`src/rtl/multi_cycle_control_unit.sv`:
```
// Multi-cycle MIPS sequencer: fetch/decode/execute/mem/writeback with a timed memory handshake.
// Define MCU_ILLEGAL_TRAP_EN to trap on undefined instructions instead of treating them as NOPs.
module multi_cycle_control_unit #(
    parameter int WREN_W      = 4,
    parameter int MEM_TIMEOUT = 15
) (
    input  logic              clk,
    input  logic              rst_n,
    input  logic [31:0]       instruction,
    input  logic              alu_zero,
    input  logic              mem_ready,
    output logic              mem_req,
    output logic              mem_sel,
    output logic              ir_load,
    output logic              pc_write,
    output logic [1:0]        pc_src,
    output logic [WREN_W-1:0] data_mem_wren,
    output logic              reg_file_wren,
    output logic              reg_file_dmux_select,
    output logic              reg_file_rmux_select,
    output logic              alu_mux_select,
    output logic [3:0]        alu_control,
    output logic [4:0]        alu_shamt,
    output logic              bus_error,
    output logic              illegal_op,
    output logic [2:0]        state
);
    localparam int CW = (MEM_TIMEOUT > 0) ? $clog2(MEM_TIMEOUT + 1) : 1;
    localparam logic [CW-1:0]     CNT_MAX   = '1;
    localparam logic [CW-1:0]     TMO       = CW'(MEM_TIMEOUT);
    localparam logic [WREN_W-1:0] WREN_HALF = WREN_W'((64'd1 << (WREN_W / 2)) - 64'd1);

    typedef enum logic [2:0] {
        S_IDLE = 3'd0, S_FETCH = 3'd1, S_DECODE = 3'd2, S_EXECUTE = 3'd3,
        S_MEM = 3'd4, S_WRITEBACK = 3'd5, S_HALT = 3'd6, S_TRAP = 3'd7
    } state_e;

    state_e        state_q, state_d;
    logic [CW-1:0] wait_q, wait_d, wait_inc;
    logic          bus_err_q, bus_err_d;
    logic          tmo_hit;

    logic [5:0] op, funct;
    logic       is_r, is_j, is_jr, is_imm, is_load, is_store, is_branch, legal, br_taken;
    logic [3:0] dec_alu;
    logic [WREN_W-1:0] st_wren;
    logic       unused_ok;

    assign op        = instruction[31:26];
    assign funct     = instruction[5:0];
    assign alu_shamt = instruction[10:6];
    assign unused_ok = ^instruction[25:11];
    assign state     = state_q;
    assign bus_error = bus_err_q;
    assign br_taken  = (op == 6'b000100 && alu_zero) || (op == 6'b000101 && !alu_zero);

    always_comb begin
        is_r = 1'b0; is_j = 1'b0; is_jr = 1'b0; is_imm = 1'b0; is_load = 1'b0;
        is_store = 1'b0; is_branch = 1'b0; legal = 1'b1; dec_alu = 4'b0000; st_wren = '0;
        case (op)
            6'b000000: begin
                is_r = 1'b1;
                case (funct)
                    6'b100100: dec_alu = 4'b0000;
                    6'b100101: dec_alu = 4'b0001;
                    6'b100110: dec_alu = 4'b0010;
                    6'b100111: dec_alu = 4'b0011;
                    6'b100001: dec_alu = 4'b0100;
                    6'b100000: dec_alu = 4'b0101;
                    6'b100011: dec_alu = 4'b0110;
                    6'b100010: dec_alu = 4'b0111;
                    6'b101010: dec_alu = 4'b1000;
                    6'b000000: dec_alu = 4'b1001;
                    6'b000010: dec_alu = 4'b1010;
                    6'b000011: dec_alu = 4'b1011;
                    6'b001000: is_jr = 1'b1;
                    default:   legal = 1'b0;
                endcase
            end
            6'b000010: is_j = 1'b1;
            6'b000100, 6'b000101: begin is_branch = 1'b1; dec_alu = 4'b0111; end
            6'b001000: begin is_imm = 1'b1; dec_alu = 4'b0101; end
            6'b001001: begin is_imm = 1'b1; dec_alu = 4'b0100; end
            6'b001010: begin is_imm = 1'b1; dec_alu = 4'b1000; end
            6'b001100: begin is_imm = 1'b1; dec_alu = 4'b0000; end
            6'b001101: begin is_imm = 1'b1; dec_alu = 4'b0001; end
            6'b001111: begin is_imm = 1'b1; dec_alu = 4'b1100; end
            6'b100011: begin is_load = 1'b1; dec_alu = 4'b0100; end
            6'b101000: begin is_store = 1'b1; dec_alu = 4'b0100; st_wren = WREN_W'(1); end
            6'b101001: begin is_store = 1'b1; dec_alu = 4'b0100; st_wren = WREN_HALF; end
            6'b101011: begin is_store = 1'b1; dec_alu = 4'b0100; st_wren = '1; end
            default: legal = 1'b0;
        endcase
    end

    // Counter saturates; ready on the reaching edge takes priority over timeout.
    assign wait_inc = (wait_q == CNT_MAX) ? wait_q : wait_q + CW'(1);
    assign tmo_hit  = (MEM_TIMEOUT != 0) && (wait_inc == TMO);

`ifdef MCU_ILLEGAL_TRAP_EN
    logic ill_q, ill_d;
    assign illegal_op = ill_q;
    always_ff @(posedge clk or negedge rst_n) begin
        if (!rst_n) ill_q <= 1'b0;
        else        ill_q <= ill_d;
    end
`else
    assign illegal_op = 1'b0;
`endif

    always_comb begin
        state_d = state_q; wait_d = wait_q; bus_err_d = bus_err_q;
`ifdef MCU_ILLEGAL_TRAP_EN
        ill_d = ill_q;
`endif
        mem_req = 1'b0; mem_sel = 1'b0; ir_load = 1'b0; pc_write = 1'b0; pc_src = 2'b00;
        data_mem_wren = '0; reg_file_wren = 1'b0; reg_file_dmux_select = 1'b0;
        reg_file_rmux_select = 1'b0; alu_mux_select = 1'b0; alu_control = 4'b0000;
        case (state_q)
            S_IDLE: state_d = S_FETCH;
            S_FETCH: begin
                mem_req = 1'b1;
                if (mem_ready) begin
                    ir_load = 1'b1; pc_write = 1'b1; state_d = S_DECODE;
                end else if (tmo_hit) begin
                    bus_err_d = 1'b1; state_d = S_HALT;
                end else wait_d = wait_inc;
            end
            S_DECODE: begin
                if (!legal) begin
`ifdef MCU_ILLEGAL_TRAP_EN
                    ill_d = 1'b1; state_d = S_TRAP;
`else
                    state_d = S_FETCH;
`endif
                end else if (is_j) begin
                    pc_write = 1'b1; pc_src = 2'b01; state_d = S_FETCH;
                end else if (is_jr) begin
                    pc_write = 1'b1; pc_src = 2'b10; state_d = S_FETCH;
                end else state_d = S_EXECUTE;
            end
            S_EXECUTE: begin
                alu_control    = dec_alu;
                alu_mux_select = is_imm || is_load || is_store;
                if (is_branch) begin
                    pc_write = br_taken;
                    pc_src   = br_taken ? 2'b11 : 2'b00;
                    state_d  = S_FETCH;
                end else if (is_load || is_store) state_d = S_MEM;
                else state_d = S_WRITEBACK;
            end
            S_MEM: begin
                mem_req = 1'b1; mem_sel = 1'b1; data_mem_wren = st_wren;
                if (mem_ready) state_d = is_load ? S_WRITEBACK : S_FETCH;
                else if (tmo_hit) begin
                    bus_err_d = 1'b1; state_d = S_HALT;
                end else wait_d = wait_inc;
            end
            S_WRITEBACK: begin
                reg_file_wren        = 1'b1;
                reg_file_dmux_select = is_load;
                reg_file_rmux_select = is_r;
                state_d              = S_FETCH;
            end
            default: ;
        endcase
        if (state_d != state_q && (state_d == S_FETCH || state_d == S_MEM)) wait_d = '0;
    end

    always_ff @(posedge clk or negedge rst_n) begin
        if (!rst_n) begin
            state_q   <= S_IDLE;
            wait_q    <= '0;
            bus_err_q <= 1'b0;
        end else begin
            state_q   <= state_d;
            wait_q    <= wait_d;
            bus_err_q <= bus_err_d;
        end
    end
endmodule

```
`config.mk`:
```
export PLATFORM = sky130hd
export DESIGN_NAME = multi_cycle_control_unit
export DESIGN_NICKNAME = d
export VERILOG_FILES = /design/src/rtl/multi_cycle_control_unit.sv
export SDC_FILE = /design/constraint.sdc
export NUM_CORES = 1
export LEC_CHECK = 0
export ABC_AREA = 1
export ABC_CLOCK_PERIOD_IN_PS = 2400
export BUFFER_PORTS_ARGS = -buffer_cell sky130_fd_sc_hd__buf_2
export CAP_MARGIN = 25
export CELL_PAD_IN_SITES_DETAIL_PLACEMENT = 1
export CELL_PAD_IN_SITES_GLOBAL_PLACEMENT = 1
export CORE_MARGIN = 2
export CORE_UTILIZATION = 28
export DETAILED_ROUTE_END_ITERATION = 16
export PLACE_DENSITY_LB_ADDON = 0.25
export RECOVER_POWER = 50
export SLEW_MARGIN = 20
export SYNTH_ARGS = -nofsm -noshare
export SYNTH_HDL_FRONTEND = slang
export SYNTH_SLANG_ARGS = --single-unit
```
`constraint.sdc`:
```
create_clock -name clk -period 2.4 [get_ports clk]
set_input_delay 0.72 -clock clk [delete_from_list [all_inputs] [get_ports clk]]
set_output_delay 0.72 -clock clk [all_outputs]
set_load 0.02 [all_outputs]
```
==> metrics.txt <==
Hold WC Path Type primary input to async pin; FILL cells 525; Max-Cap Viols 0; remaining global-route overflow 0; Final nets 322; drt first-iter violations 44; yosys warns 0; Die Y-Extent 67.4 µm; failing checks setup timing; final wirelength 4500 µm; io pins 64; reg2reg path depth 13; Syn Nets 233; PD cells 605 nW/µm²; largest net degree at the start of global routing 9; clock sink count 8; Syn Area/Cell 5.74 µm²; core box area 3940 µm²; GRT Total Usage 19.5%; antenna violations before repair 0; routed len/inst 13.5 µm; Area contributors post-synth dfrtp_1 (18%), nand2_1 (12%), inv_1 (11%); number of synthesized register bits 8; Placed Cells incl. Taps 320; Post-Place Cell Area 1670 µm²; Primary FF master, synth dfrtp_1; Post-Syn Area 1120 µm²; Post-Syn Instances 196; DRC viols 0; H-tree depth 1; vias in the first global route 1552; chip width 67.4 µm; final setup vio count 8; antenna cells 0; Reg clk slew, reported paths 40 ps; Max VDD drop 0.000215 V; Crit-path slowest cell a31oi_1; layout cells sized above 1 51.9%; Yosys top cell by area dfrtp_1; Post-synth EDFFs 0; die area 4540 µm²; Port Buffers 37; Initial Util 28.5%; clock buffer depth 2; Setup CP Type primary input to output pin; cell row count 23; Synth-to-Final Area Change 85.5%; Min Clock Period, post-route 2480 ps; Netlist cell types 31; CP Capture Type output pin; Worst-Skew Late Latency 230 ps; Total Power 0.00126 W; Hold Fails Final Rpt 0; antenna viol nets, final 0; Clock Skew 1.73 ps; TritonCTS Buffers 3; Root Buffer clkbuf_8; via count 1600; hpwl dp 3220 µm; first-pass GRT wire length 6820 µm; RSZ-0062 raised after global routing yes; CTS tree built; post-synthesis sequential area ratio 17.8%; CP required 1680 ps; Pins Over Slew Limit 0; Startpoint Class primary input; status finished with violations; Post-Layout Cell Count 333; number of vias per cell 4.80; Initial DRT Pass Iterations 4; slowest stage delay, CP 210 ps; setup ws final -79.1 ps; post-synth top area share 17.8%; Max Fclk 0.403 GHz; CTS Hold Bufs 0; crit path cell chain buf_8, nor2_4, buf_6, inv_4, nor3_2, inv_1, a31oi_1, buf_2; highest net fanout along the worst path 7; Final Instance Area 2090 µm²; final period utilization 103%; GP Congestion 0.800; crit path DAT 1760 ps; asr flop ratio synth 100%; Leak 1.05 nW
==> report_power, final <==
group / switching (W) / leakage [nW] / internal [W]
logic: 0.000542 / 0.919 / 0.000339
registers: 0.0000384 / 0.106 / 0.000179
clock network: 0.0000560 / 0.0216 / 0.000109
==> metal layers <==
metal	vias to the layer above	GRT usage [%]	routed length [µm]
met5	-	0	0
met1	764	23.6	1940
met2	25	36.4	2390
li1	807	-	-
met4	0	2.55	30
met3	4	3.50	131
==> layout by cell type (no fill, tap or decap), types with 6 or more instances in the layout <==
cell     count
buf_4       62
nor2_4      12
inv_2        7
dfrtp_1      8
buf_6        9
inv_1       24
nand3_1     14
nand3_2      6
nor2_1      18
o21ai_0      7
buf_2       15
nand2_1     35
==> metrics by stage <==
| step | setup TNS [ps] | utilization (%) | setup WS [ps] | hold WS [ps] |
|---|---|---|---|---|
| final | -388 | 52.9 | -79.1 | 390 |
| after global routing | -1010 | 52.9 | -170 | 427 |
| after CTS | -392 | 48.7 | -110 | 319 |
| after detailed placement | -1270 | 42.4 | -265 | 457 |
| after global placement | -1090 | 42.4 | -218 | 454 |
| after floorplan | 0 | - | 5.01 | 424 |
==> synth_stat cells, types with 2 or more instances <==
cell type	instances
nand2_1	36
inv_1	34
nor2_1	30
nand3_1	21
a21oi_1	9
o21ai_0	9
dfrtp_1	8
buf_4	7
nor3_1	7
nand4_1	5
a31oi_1	3
nand2_2	3
nor2_4	3
inv_2	2
mux2i_1	2
nor2_2	2
==> worst max-delay path: cells and delay by family <==
family,cells,cell delay [ps]
compound gates,1,210
simple gates,2,230
buf+inv,5,590
==> what timing repair did <==
item / CTS / global route
gates resized for setup: 56 / 36
setup buffers: 5 / 5
pin swaps: 19 / 16
hold endpoints to repair: 0 / 0
endpoints found under the setup margin: 10 / 15
==> logic make-up (layout without fill, tap and decap cells) <==
kind of cell             count (synthesis)  after routing  synth area share [%]
AO/OA/AOI/OAI                           27             27                  13.6
XOR/XNOR                                 1              1                  1.45
adder cells (fa/ha/maj)                  1              1                  1.11
buffers and inverters                   44            131                  17.1
flip-flops                               8              8                  17.8
multiplexers                             2              2                  1.78
other                                    1              1                 0.333
AND/OR/NAND/NOR                        112            112                  46.8
==> state kept, by name (all words and copies together), names as in the netlist <==
register	cells
bus_error	1
state	3
wait_q	4
==> area by class of cell <==
cell class                 count  area, µm²  share of cell area [%]
clock buffer                   3       41.3                    1.98
multi-input combinational    144        932                    44.7
inverter                      36        148                    7.07
tap                           50       62.6                    3.00
timing repair buffer          92        703                    33.7
sequential                     8        200                    9.59
==> final timing paths <==
check / from / endpoint / slack [ps]
setup reg to reg: wait_q[0]$_DFFE_PN0P_ / wait_q[2]$_DFFE_PN0P_ / 350
hold / removal: rst_n / wait_q[1]$_DFFE_PN0P_ / 390
min in group clk: bus_error$_DFFE_PN0P_ / bus_error$_DFFE_PN0P_ / 470
hold reg to reg: bus_error$_DFFE_PN0P_ / bus_error$_DFFE_PN0P_ / 470
setup / recovery: instruction[30] / alu_control[3] / -80
max in group asynchronous: rst_n / state[0]$_DFF_PN0_ / 1720
Note: power is estimated with default switching activity, not from simulation.
